`config.mk`:
```
export PLATFORM = sky130hd
export DESIGN_NAME = core_test_harness
export DESIGN_NICKNAME = d
export VERILOG_FILES = /design/src/rtl/core_test_harness_pkg.sv /design/src/rtl/harness_trace_fifo.sv /design/src/rtl/core_test_harness.sv
export SDC_FILE = /design/constraint.sdc
export NUM_CORES = 1
export LEC_CHECK = 0
export ABC_AREA = 0
export BUFFER_PORTS_ARGS = -buffer_cell sky130_fd_sc_hd__buf_2
export CAP_MARGIN = 25
export CELL_PAD_IN_SITES_DETAIL_PLACEMENT = 1
export CELL_PAD_IN_SITES_GLOBAL_PLACEMENT = 1
export CORE_UTILIZATION = 41
export CTS_BUF_LIST = sky130_fd_sc_hd__clkbuf_8
export CTS_CLUSTER_DIAMETER = 60
export DETAILED_ROUTE_END_ITERATION = 8
export PLACE_DENSITY_LB_ADDON = 0.1
export SLEW_MARGIN = 40
export SYNTH_ARGS = -nofsm -noshare
export SYNTH_HDL_FRONTEND = slang
export SYNTH_SLANG_ARGS = --single-unit
export TNS_END_PERCENT = 100
```
`constraint.sdc`:
```
create_clock -name clk -period 4.17 [get_ports clk]
set_input_delay 0.834 -clock clk [delete_from_list [all_inputs] [get_ports clk]]
set_output_delay 0.834 -clock clk [all_outputs]
set_load 0.005 [all_outputs]
```
`src/rtl/core_test_harness_pkg.sv`:
```
// Shared definitions for the program-load / run controller: command
// encodings and the controller state enum.
package core_test_harness_pkg;

    localparam logic [1:0] OP_WR_IMEM = 2'b00;
    localparam logic [1:0] OP_WR_DMEM = 2'b01;
    localparam logic [1:0] OP_RUN     = 2'b10;
    localparam logic [1:0] OP_ABORT   = 2'b11;

    typedef enum logic [1:0] {
        ST_IDLE  = 2'd0,
        ST_WRITE = 2'd1,
        ST_RUN   = 2'd2,
        ST_DONE  = 2'd3
    } state_e;

endpackage

```
`src/rtl/harness_trace_fifo.sv`:
```
// Small synchronous FIFO for the PC trace. Pushes while full are dropped
// (the caller tracks overflow); flush empties it in one cycle.
// DEPTH must be a power of two and at least 2.
module harness_trace_fifo #(
    parameter int WIDTH = 32,
    parameter int DEPTH = 16
) (
    input  logic             clk,
    input  logic             rst,
    input  logic             flush,
    input  logic             push,
    input  logic [WIDTH-1:0] din,
    input  logic             pop,
    output logic [WIDTH-1:0] dout,
    output logic             empty,
    output logic             full
);
    localparam int AW = $clog2(DEPTH);
    localparam logic [AW:0] PTR_ONE = {{AW{1'b0}}, 1'b1};

    logic [WIDTH-1:0] mem_q [DEPTH];
    logic [AW:0]      wr_ptr_q, wr_ptr_d;
    logic [AW:0]      rd_ptr_q, rd_ptr_d;
    logic             push_ok;
    logic             pop_ok;

    // Extra pointer bit distinguishes full from empty when the indices match.
    assign empty   = (wr_ptr_q == rd_ptr_q);
    assign full    = (wr_ptr_q[AW] != rd_ptr_q[AW]) &&
                     (wr_ptr_q[AW-1:0] == rd_ptr_q[AW-1:0]);
    assign push_ok = push && !full && !flush;
    assign pop_ok  = pop && !empty && !flush;
    // Read data is forced to zero when empty so the stream idles at 0.
    assign dout    = empty ? '0 : mem_q[rd_ptr_q[AW-1:0]];

    // Next pointer values; flush wins over any push/pop.
    always_comb begin
        wr_ptr_d = wr_ptr_q;
        rd_ptr_d = rd_ptr_q;
        if (flush) begin
            wr_ptr_d = '0;
            rd_ptr_d = '0;
        end else begin
            if (push_ok) wr_ptr_d = wr_ptr_q + PTR_ONE;
            if (pop_ok)  rd_ptr_d = rd_ptr_q + PTR_ONE;
        end
    end

    // Pointer registers.
    always_ff @(posedge clk) begin
        if (rst) begin
            wr_ptr_q <= '0;
            rd_ptr_q <= '0;
        end else begin
            wr_ptr_q <= wr_ptr_d;
            rd_ptr_q <= rd_ptr_d;
        end
    end

    // Storage write; contents need no reset because the pointers gate reads.
    always_ff @(posedge clk) begin
        if (push_ok) mem_q[wr_ptr_q[AW-1:0]] <= din;
    end

endmodule

```
`src/rtl/core_test_harness.sv`:
```
// Program-load and run controller: writes instruction/data memories while
// the core is held in reset, then runs it until a halt PC, the cycle budget
// or an ABORT, reporting cycle count and stop cause.
// Optional PC trace stream enabled by defining CORE_TEST_HARNESS_TRACE_EN.
module core_test_harness
    import core_test_harness_pkg::*;
#(
    parameter int XLEN        = 32,
    parameter int IMEM_AW     = 10,
    parameter int DMEM_AW     = 10,
    parameter int CNT_W       = 32,
    parameter int TRACE_DEPTH = 16
) (
    input  logic               clk,
    input  logic               rst,
    input  logic               cmd_valid,
    output logic               cmd_ready,
    input  logic [1:0]         cmd_op,
    input  logic [XLEN-1:0]    cmd_addr,
    input  logic [XLEN-1:0]    cmd_data,
    output logic               imem_we,
    output logic [IMEM_AW-1:0] imem_addr,
    output logic [XLEN-1:0]    imem_wdata,
    output logic               dmem_we,
    output logic [DMEM_AW-1:0] dmem_addr,
    output logic [XLEN-1:0]    dmem_wdata,
    output logic               core_rst,
    input  logic [XLEN-1:0]    core_pc,
    output logic               done,
    output logic               halted_ok,
    output logic               addr_err,
    output logic [CNT_W-1:0]   cycles,
    output logic               trace_valid,
    input  logic               trace_ready,
    output logic [XLEN-1:0]    trace_pc,
    output logic               trace_ovf
);
    localparam logic [CNT_W-1:0] CNT_ONE = {{(CNT_W-1){1'b0}}, 1'b1};

    state_e             state_q, state_d;
    logic               core_rst_q, core_rst_d;
    logic               done_q, done_d;
    logic               halted_ok_q, halted_ok_d;
    logic               addr_err_q, addr_err_d;
    logic [CNT_W-1:0]   cycles_q, cycles_d;
    logic [XLEN-1:0]    halt_pc_q, halt_pc_d;
    logic [CNT_W-1:0]   budget_q, budget_d;
    logic               imem_we_q, imem_we_d;
    logic [IMEM_AW-1:0] imem_addr_q, imem_addr_d;
    logic [XLEN-1:0]    imem_wdata_q, imem_wdata_d;
    logic               dmem_we_q, dmem_we_d;
    logic [DMEM_AW-1:0] dmem_addr_q, dmem_addr_d;
    logic [XLEN-1:0]    dmem_wdata_q, dmem_wdata_d;

    logic               cmd_fire;
    logic               imem_oob;
    logic               dmem_oob;
    logic [CNT_W-1:0]   cycles_inc;
    logic               pc_hit;
    logic               budget_hit;

    // Handshake: a command transfers on cmd_valid && cmd_ready. Ready is high
    // in IDLE/DONE, only for ABORT during RUN, and never during WRITE.
    always_comb begin
        case (state_q)
            ST_IDLE, ST_DONE: cmd_ready = 1'b1;
            ST_RUN:           cmd_ready = (cmd_op == OP_ABORT);
            default:          cmd_ready = 1'b0;
        endcase
    end

    assign cmd_fire   = cmd_valid && cmd_ready;
    assign imem_oob   = |cmd_addr[XLEN-1:IMEM_AW+2];
    assign dmem_oob   = |cmd_addr[XLEN-1:DMEM_AW+2];
    assign cycles_inc = cycles_q + CNT_ONE;
    assign pc_hit     = (core_pc == halt_pc_q);
    assign budget_hit = (cycles_inc == budget_q);

    // Controller next-state and next-output logic.
    always_comb begin
        state_d      = state_q;
        core_rst_d   = core_rst_q;
        done_d       = done_q;
        halted_ok_d  = halted_ok_q;
        addr_err_d   = addr_err_q;
        cycles_d     = cycles_q;
        halt_pc_d    = halt_pc_q;
        budget_d     = budget_q;
        imem_we_d    = 1'b0;
        imem_addr_d  = imem_addr_q;
        imem_wdata_d = imem_wdata_q;
        dmem_we_d    = 1'b0;
        dmem_addr_d  = dmem_addr_q;
        dmem_wdata_d = dmem_wdata_q;
        case (state_q)
            ST_IDLE, ST_DONE: begin
                if (cmd_fire) begin
                    // Any accepted command clears the previous run's status.
                    done_d      = 1'b0;
                    halted_ok_d = 1'b0;
                    cycles_d    = '0;
                    state_d     = ST_IDLE;
                    case (cmd_op)
                        OP_WR_IMEM: begin
                            state_d = ST_WRITE;
                            if (imem_oob) begin
                                addr_err_d = 1'b1;
                            end else begin
                                imem_we_d    = 1'b1;
                                imem_addr_d  = cmd_addr[IMEM_AW+1:2];
                                imem_wdata_d = cmd_data;
                            end
                        end
                        OP_WR_DMEM: begin
                            state_d = ST_WRITE;
                            if (dmem_oob) begin
                                addr_err_d = 1'b1;
                            end else begin
                                dmem_we_d    = 1'b1;
                                dmem_addr_d  = cmd_addr[DMEM_AW+1:2];
                                dmem_wdata_d = cmd_data;
                            end
                        end
                        OP_RUN: begin
                            halt_pc_d = cmd_addr;
                            budget_d  = cmd_data[CNT_W-1:0];
                            if (cmd_data[CNT_W-1:0] == '0) begin
                                // Zero budget: finish without releasing the core.
                                state_d = ST_DONE;
                                done_d  = 1'b1;
                            end else begin
                                state_d    = ST_RUN;
                                core_rst_d = 1'b0;
                            end
                        end
                        default: ; // ABORT outside a run only clears status
                    endcase
                end
            end
            ST_WRITE: state_d = ST_IDLE;
            ST_RUN: begin
                // The current cycle counts even when it is the stopping one.
                if (!core_rst_q) cycles_d = (&cycles_q) ? cycles_q : cycles_inc;
                if (cmd_fire || pc_hit || budget_hit) begin
                    state_d     = ST_DONE;
                    core_rst_d  = 1'b1;
                    done_d      = 1'b1;
                    halted_ok_d = !cmd_fire && pc_hit;
                end
            end
            default: state_d = ST_IDLE;
        endcase
    end

    // Controller state and registered outputs.
    always_ff @(posedge clk) begin
        if (rst) begin
            state_q      <= ST_IDLE;
            core_rst_q   <= 1'b1;
            done_q       <= 1'b0;
            halted_ok_q  <= 1'b0;
            addr_err_q   <= 1'b0;
            cycles_q     <= '0;
            halt_pc_q    <= '0;
            budget_q     <= '0;
            imem_we_q    <= 1'b0;
            imem_addr_q  <= '0;
            imem_wdata_q <= '0;
            dmem_we_q    <= 1'b0;
            dmem_addr_q  <= '0;
            dmem_wdata_q <= '0;
        end else begin
            state_q      <= state_d;
            core_rst_q   <= core_rst_d;
            done_q       <= done_d;
            halted_ok_q  <= halted_ok_d;
            addr_err_q   <= addr_err_d;
            cycles_q     <= cycles_d;
            halt_pc_q    <= halt_pc_d;
            budget_q     <= budget_d;
            imem_we_q    <= imem_we_d;
            imem_addr_q  <= imem_addr_d;
            imem_wdata_q <= imem_wdata_d;
            dmem_we_q    <= dmem_we_d;
            dmem_addr_q  <= dmem_addr_d;
            dmem_wdata_q <= dmem_wdata_d;
        end
    end

    assign core_rst   = core_rst_q;
    assign done       = done_q;
    assign halted_ok  = halted_ok_q;
    assign addr_err   = addr_err_q;
    assign cycles     = cycles_q;
    assign imem_we    = imem_we_q;
    assign imem_addr  = imem_addr_q;
    assign imem_wdata = imem_wdata_q;
    assign dmem_we    = dmem_we_q;
    assign dmem_addr  = dmem_addr_q;
    assign dmem_wdata = dmem_wdata_q;

`ifdef CORE_TEST_HARNESS_TRACE_EN
    logic trace_push;
    logic trace_flush;
    logic trace_full;
    logic trace_empty;
    logic trace_ovf_q, trace_ovf_d;

    assign trace_push  = (state_q == ST_RUN) && !core_rst_q;
    assign trace_flush = cmd_fire && (cmd_op == OP_RUN) && (state_q != ST_RUN);
    assign trace_valid = !trace_empty;

    harness_trace_fifo #(
        .WIDTH(XLEN),
        .DEPTH(TRACE_DEPTH)
    ) u_trace_fifo (
        .clk  (clk),
        .rst  (rst),
        .flush(trace_flush),
        .push (trace_push),
        .din  (core_pc),
        .pop  (trace_valid && trace_ready),
        .dout (trace_pc),
        .empty(trace_empty),
        .full (trace_full)
    );

    // Overflow is sticky until reset; a RUN flush does not clear it.
    always_comb trace_ovf_d = trace_ovf_q | (trace_push & trace_full);

    // Overflow flag register.
    always_ff @(posedge clk) begin
        if (rst) trace_ovf_q <= 1'b0;
        else     trace_ovf_q <= trace_ovf_d;
    end

    assign trace_ovf = trace_ovf_q;
`else
    // Trace disabled: stream idles and its inputs/depth are intentionally unused.
    logic unused_trace;
    assign unused_trace = trace_ready | (TRACE_DEPTH < 2);
    assign trace_valid  = 1'b0;
    assign trace_pc     = '0;
    assign trace_ovf    = 1'b0;
`endif

endmodule

```
==> impl_metrics.toml, run 1 <==
[synth]
synth_mux_area_share_pct = 0.111
async_flop_share_pct = 0
netlist_area_um2 = 9010
synth_top_family_by_area = "simple AND/OR/NAND/NOR gates"
synth_seq_cells = 188
synth_compound_area_share_pct = 17.3
synth.distinct_cells = 58
synth_edf_count = 0
syn_area_per_cell_um2 = 7.54
synth_warnings = 0
synthXorXnorAreaFrac_pct = 7.00
synthAdderAreaFrac_pct = 0.417
netlist_instances = 1194
synth_top_flop_cell = "dfxtp_1"
yosysSeqAreaShare_pct = 41.8
synthSimpleGateAreaFrac_pct = 26.2

[critical_path]
cp_data_arrival_time_ns = 3.81
critPathSlowestCell = "or4_1"
worstSetupStartpointType = "register"
reg2regPathDepth = 9
endpoint = "halted_ok"
rr_startpoint = "cycles[0]"
cp_max_fo = 10
critPathKind = "register to register"
cp_num_cells = 9
rrSetupSlack_ns = 0.74
cp.required_ns = 4.55
r2r_end = "halted_ok"
critical_path.top_delay_family = "simple AND/OR/NAND/NOR gates"
cpPeakStageDelay_ns = 0.62
crit_start = "cycles[0]"
end_kind = "register"
worst-path-buf-inv = 0
crit_chain = "ha_1 > and3_1 > nand3_1 > or4_1 > a32o_1 > nor4_2 > nand4_1 > and2_1 > o31a_1"

[finish]
diodes = 0
regArea_um2 = 3760
final_nets = 1463
mostFrequentLayoutCell = "nand2_1"
multi_input_area_um2 = 4740
drive_above_1_share_pct = 20.5
area_growth_pct = 17.0
final_cell_mix = "nand2_1 (343), buf_2 (222), dfxtp_1 (188)"
fill_cells = 2774

[sta]
hold_viol_final = 0
finalCriticalPeriod_ns = 3.43
finalCritPeriodShare_pct = 82.3
finClkSkew_ns = 0.0294
holdWs_ns = 0.460
relSlewSlack_pct = 41.3
setup_violations = 0
timing.setup.tns_ns = 0
clock.fmax_ghz = 0.291
tightest_slew_ns = 0.872
slew_violations = 0
fin_ws_ns = 0.737
rsz0062_at_grt = "no"

[global_route]
grt_max_degree = 91
grt_pass1_vias = 8535
grt_use_total_pct = 26.0
met2_usage_pct = 40.1
gr-usage-met1_pct = 36.4
grt_pass1_wl_um = 45700
gr-total-overflow = 0
gr-max-usage-layer = "met2"
antenna_found_initial = 0
grt_util_met3_pct = 5.91

[clock_network]
hold_buffers = 0
postCtsResizedCells = 0
post_cts_buffers = 0
clock_latency_ns = 0.49
cts_made_buffers = 17
cts_tree = "done"
clock-root-buffer = "clkbuf_8"
cts_buffer_depth = 2
htreeDepth = 4
numClockSinks = 188
path_clk_slew_ns = 0.11

[outcome]
outcome = "completed"

[floorplan]
die_x_um = 150
boundaryPins = 259
die_h_um = 150
core_um2 = 21300
initial_core_util_pct = 42.3
dieArea_um2 = 22600
rows = 53

[hold_path]
hold_class = "register to register"

[route]
drc = 0
drtIter0Drc = 498
vias = 8852
final_antenna_net_count = 0
via_per_inst = 5.38
wirelength_um = 28800
wl_per_cell_um = 17.5
firstDrtPassIters = 7

[placement]
io_buffers = 223
pre_cts_slack_ns = 0.739
routabilityCongestion = 0.872
dpl.hpwl_um = 21100

[pwr]
total_power_w = 0.00408
power_density_nw_per_um2 = 387
vdd_drop_max_mv = 0.184
p_leak_nw = 4.11

[run]
maxCapViolations = 0
## metrics by stage
stage | util [%] | instances | area (um2)
2_1_floorplan | - | 1227 | 9130
3_3_place_gp | 47.6 | 1614 | 10100
3_5_place_dp | 47.6 | 1614 | 10100
4_1_cts | 49.5 | 1646 | 10500
5_1_grt | 49.5 | 1646 | 10500
6_report | 49.5 | 1646 | 10500
## metal layers
| layer | share of wire, % | vias to the layer above |
|---|---|---|
| met5 | 0 | - |
| met4 | 1.4 | 0 |
| met3 | 5.5 | 30 |
| met2 | 45 | 234 |
| met1 | 48 | 4265 |
| li1 | - | 4323 |
## worst register-to-register path, stage by stage, from the launching register on
cell and delay, ns:
dfxtp_1 0.49, ha_1 0.30, and3_1 0.35, nand3_1 0.41, or4_1 0.62, a32o_1 0.27
nor4_2 0.14, nand4_1 0.23, and2_1 0.26, o31a_1 0.27
## registers in the layout, summed over array words and instances, names as in the netlist, 2 cells and up
register / cells
budget_q: 32
cycles: 32
dmem_wdata: 32
halt_pc_q: 32
imem_wdata: 32
dmem_addr: 10
imem_addr: 10
state_q: 2
## Yosys cell counts (10+ instances only)
library cell | number | area, um2
nor3_1 | 17 | 85.1
clkbuf_1 | 75 | 282
nand4_1 | 21 | 131
xor2_1 | 11 | 96.3
o21ai_0 | 20 | 100
nand2_1 | 343 | 1290
a22oi_1 | 13 | 97.6
a21o_1 | 10 | 75.1
nand3_1 | 23 | 115
nor2_1 | 34 | 128
buf_4 | 34 | 255
xnor2_1 | 61 | 534
buf_1 | 10 | 37.5
and4_1 | 11 | 96.3
a21oi_1 | 175 | 876
nor4_1 | 29 | 181
dfxtp_1 | 188 | 3760
## how the worst min path moves through the flow
stage,startpoint,endpoint,depth (start not counted)
floorplan,budget_q[0],budget_q[0],2
global placement,imem_wdata[24],imem_wdata[24],2
detailed placement,imem_wdata[7],imem_wdata[7],2
CTS,dmem_wdata[2],dmem_wdata[2],2
global route,dmem_wdata[1],dmem_wdata[1],2
finish,dmem_wdata[2],dmem_wdata[2],2
## cells by family (layout without fill, tap and decap cells)
| group | after synthesis | after routing |
|---|---|---|
| buffers and inverters | 136 | 280 |
| AO/OA/AOI/OAI | 269 | 269 |
| multiplexers | 1 | 1 |
| XOR/XNOR | 72 | 72 |
| AND/OR/NAND/NOR | 524 | 524 |
| flip-flops | 188 | 188 |
| adder cells (fa/ha/maj) | 3 | 3 |
| other | 1 | 34 |
## area by class of cell
cell class | instances | area share (%)
clock buffer | 17 | 2.22
clock inverter | 15 | 1.66
inverter | 8 | 0.285
multi-input combinational | 903 | 45.0
sequential | 188 | 35.7
tap | 275 | 3.27
timing repair buffer | 240 | 11.9
## where the power goes
part           switching [W]  internal (W)
clock               0.000781      0.000457
sequential         0.0000518       0.00186
combinational       0.000634      0.000300
total                0.00147       0.00261
Note: power is estimated with default switching activity, not from simulation.
==> run 2: changes to the inputs <==
--- a/config.mk
+++ b/config.mk
@@ -10,7 +10,7 @@
 export CAP_MARGIN = 25
 export CELL_PAD_IN_SITES_DETAIL_PLACEMENT = 1
 export CELL_PAD_IN_SITES_GLOBAL_PLACEMENT = 1
-export CORE_UTILIZATION = 41
+export CORE_UTILIZATION = 38
 export CTS_BUF_LIST = sky130_fd_sc_hd__clkbuf_8
 export CTS_CLUSTER_DIAMETER = 60
 export DETAILED_ROUTE_END_ITERATION = 8
==> constraint.sdc (replaced) <==
create_clock -name clk -period 3.5 [get_ports clk]
set_input_delay 0.7 -clock clk [delete_from_list [all_inputs] [get_ports clk]]
set_output_delay 0.7 -clock clk [all_outputs]
set_load 0.005 [all_outputs]
==> impl_metrics.toml, run 2 (synthesis gave the netlist of run 1 again) <==
[outcome]
outcome = "completed"

[critical_path]
worstSetupStartpointType = "register"
end_kind = "register"
critPathKind = "register to register"
cp.required_ns = 3.86
cp_max_fo = 8
cp_data_arrival_time_ns = 3.60

[clock_network]
cts_tree = "done"
hold_buffers = 0
post_cts_buffers = 0
postCtsResizedCells = 0
clock-root-buffer = "clkbuf_8"
cts_buffer_depth = 2
cts_made_buffers = 17
path_clk_slew_ns = 0.11
htreeDepth = 4
clock_latency_ns = 0.48
numClockSinks = 188

[sta]
relSlewSlack_pct = 54.8
slew_violations = 0
setup_violations = 0
finalCriticalPeriod_ns = 3.24
finClkSkew_ns = 0.0226
clock.fmax_ghz = 0.309
timing.setup.tns_ns = 0
tightest_slew_ns = 0.678
hold_viol_final = 0
rsz0062_at_grt = "no"
fin_ws_ns = 0.259
finalCritPeriodShare_pct = 92.6

[route]
firstDrtPassIters = 5
vias = 8841
drtIter0Drc = 554
via_per_inst = 5.20
final_antenna_net_count = 0
wl_per_cell_um = 17.4
wirelength_um = 29700
drc = 0

[placement]
io_buffers = 223
routabilityCongestion = 0.872
pre_cts_slack_ns = 0.330
dp_cells = 1669
dpl.hpwl_um = 22000
placed_cell_area_um2 = 10400

[finish]
diodes = 0
mostFrequentLayoutCell = "nand2_1"
final_nets = 1480
final_cell_mix = "nand2_1 (343), buf_2 (222), dfxtp_1 (188)"
drive_above_1_share_pct = 21.4
fill_cells = 2942
final_area_um2 = 10800
fin_cells = 1701
area_growth_pct = 20.1

[global_route]
grt_use_total_pct = 24.6
grt_max_degree = 78
grt_pass1_wl_um = 46700
grt_pass1_vias = 8709
gr-total-overflow = 0
antenna_found_initial = 1

[floorplan]
dieArea_um2 = 24300
core_um2 = 22900
die_x_um = 156
initial_core_util_pct = 39.3
rows = 55
die_h_um = 156
boundaryPins = 259

[pwr]
vdd_drop_max_mv = 0.244
power_density_nw_per_um2 = 461
p_leak_nw = 4.24
total_power_w = 0.00499

[hold_path]
hold_class = "register to register"

[run]
maxCapViolations = 0
run 2: cell type report:
cell class / instances / area, um2 / area share, %
multi-input cells: 903 / 4730 / 43.8
flip-flops and latches: 188 / 3760 / 34.8
repair buffers: 257 / 1450 / 13.4
well taps: 313 / 392 / 3.62
clock buffers: 17 / 234 / 2.16
clock inverters: 15 / 213 / 1.97
inverters: 8 / 30.0 / 0.278
run 2: critical path: stages, from the launching register on:
cell and delay (ns):
dfxtp_1 0.54, nand4_4 0.22, or4_1 0.60, or4_1 0.52, a32o_1 0.24, nor4_2 0.17, nand4_1 0.27, and2_1 0.29
o31a_1 0.29
run 2: layer usage:
| layer | track usage, % | up-vias | wire length [um] |
|---|---|---|---|
| li1 | - | 4367 | - |
| met2 | 38.9 | 209 | 13400 |
| met1 | 33.9 | 4244 | 14400 |
| met5 | 0 | - | 10 |
| met3 | 5.86 | 19 | 1660 |
| met4 | 4.86 | 2 | 240 |
run 2: through the flow:
stage	hold WS [ns]	utilization, %
after global placement	0.439	45.3
after CTS	0.428	47.2
after detailed placement	0.445	45.3
final	0.458	47.2
after global routing	0.430	47.2
after floorplan	0.448	-
run 2: power breakdown:
| part | internal, W | leakage (nW) | switching (W) | total [W] |
|---|---|---|---|---|
| clock | 0.000632 | 0.221 | 0.000951 | 0.00158 |
| sequential | 0.00221 | 1.52 | 0.0000629 | 0.00228 |
| combinational | 0.000378 | 2.51 | 0.000753 | 0.00113 |
run 2: final timing paths:
check / from / depth (start not counted) / end / slack, ns
min reg2reg: dmem_addr[9] / 2 / dmem_addr[9] / 0.46
min: dmem_addr[9] / 2 / dmem_addr[9] / 0.46
max reg2reg: cycles[8] / 8 / halted_ok / 0.26
max: cycles[8] / 8 / halted_ok / 0.26
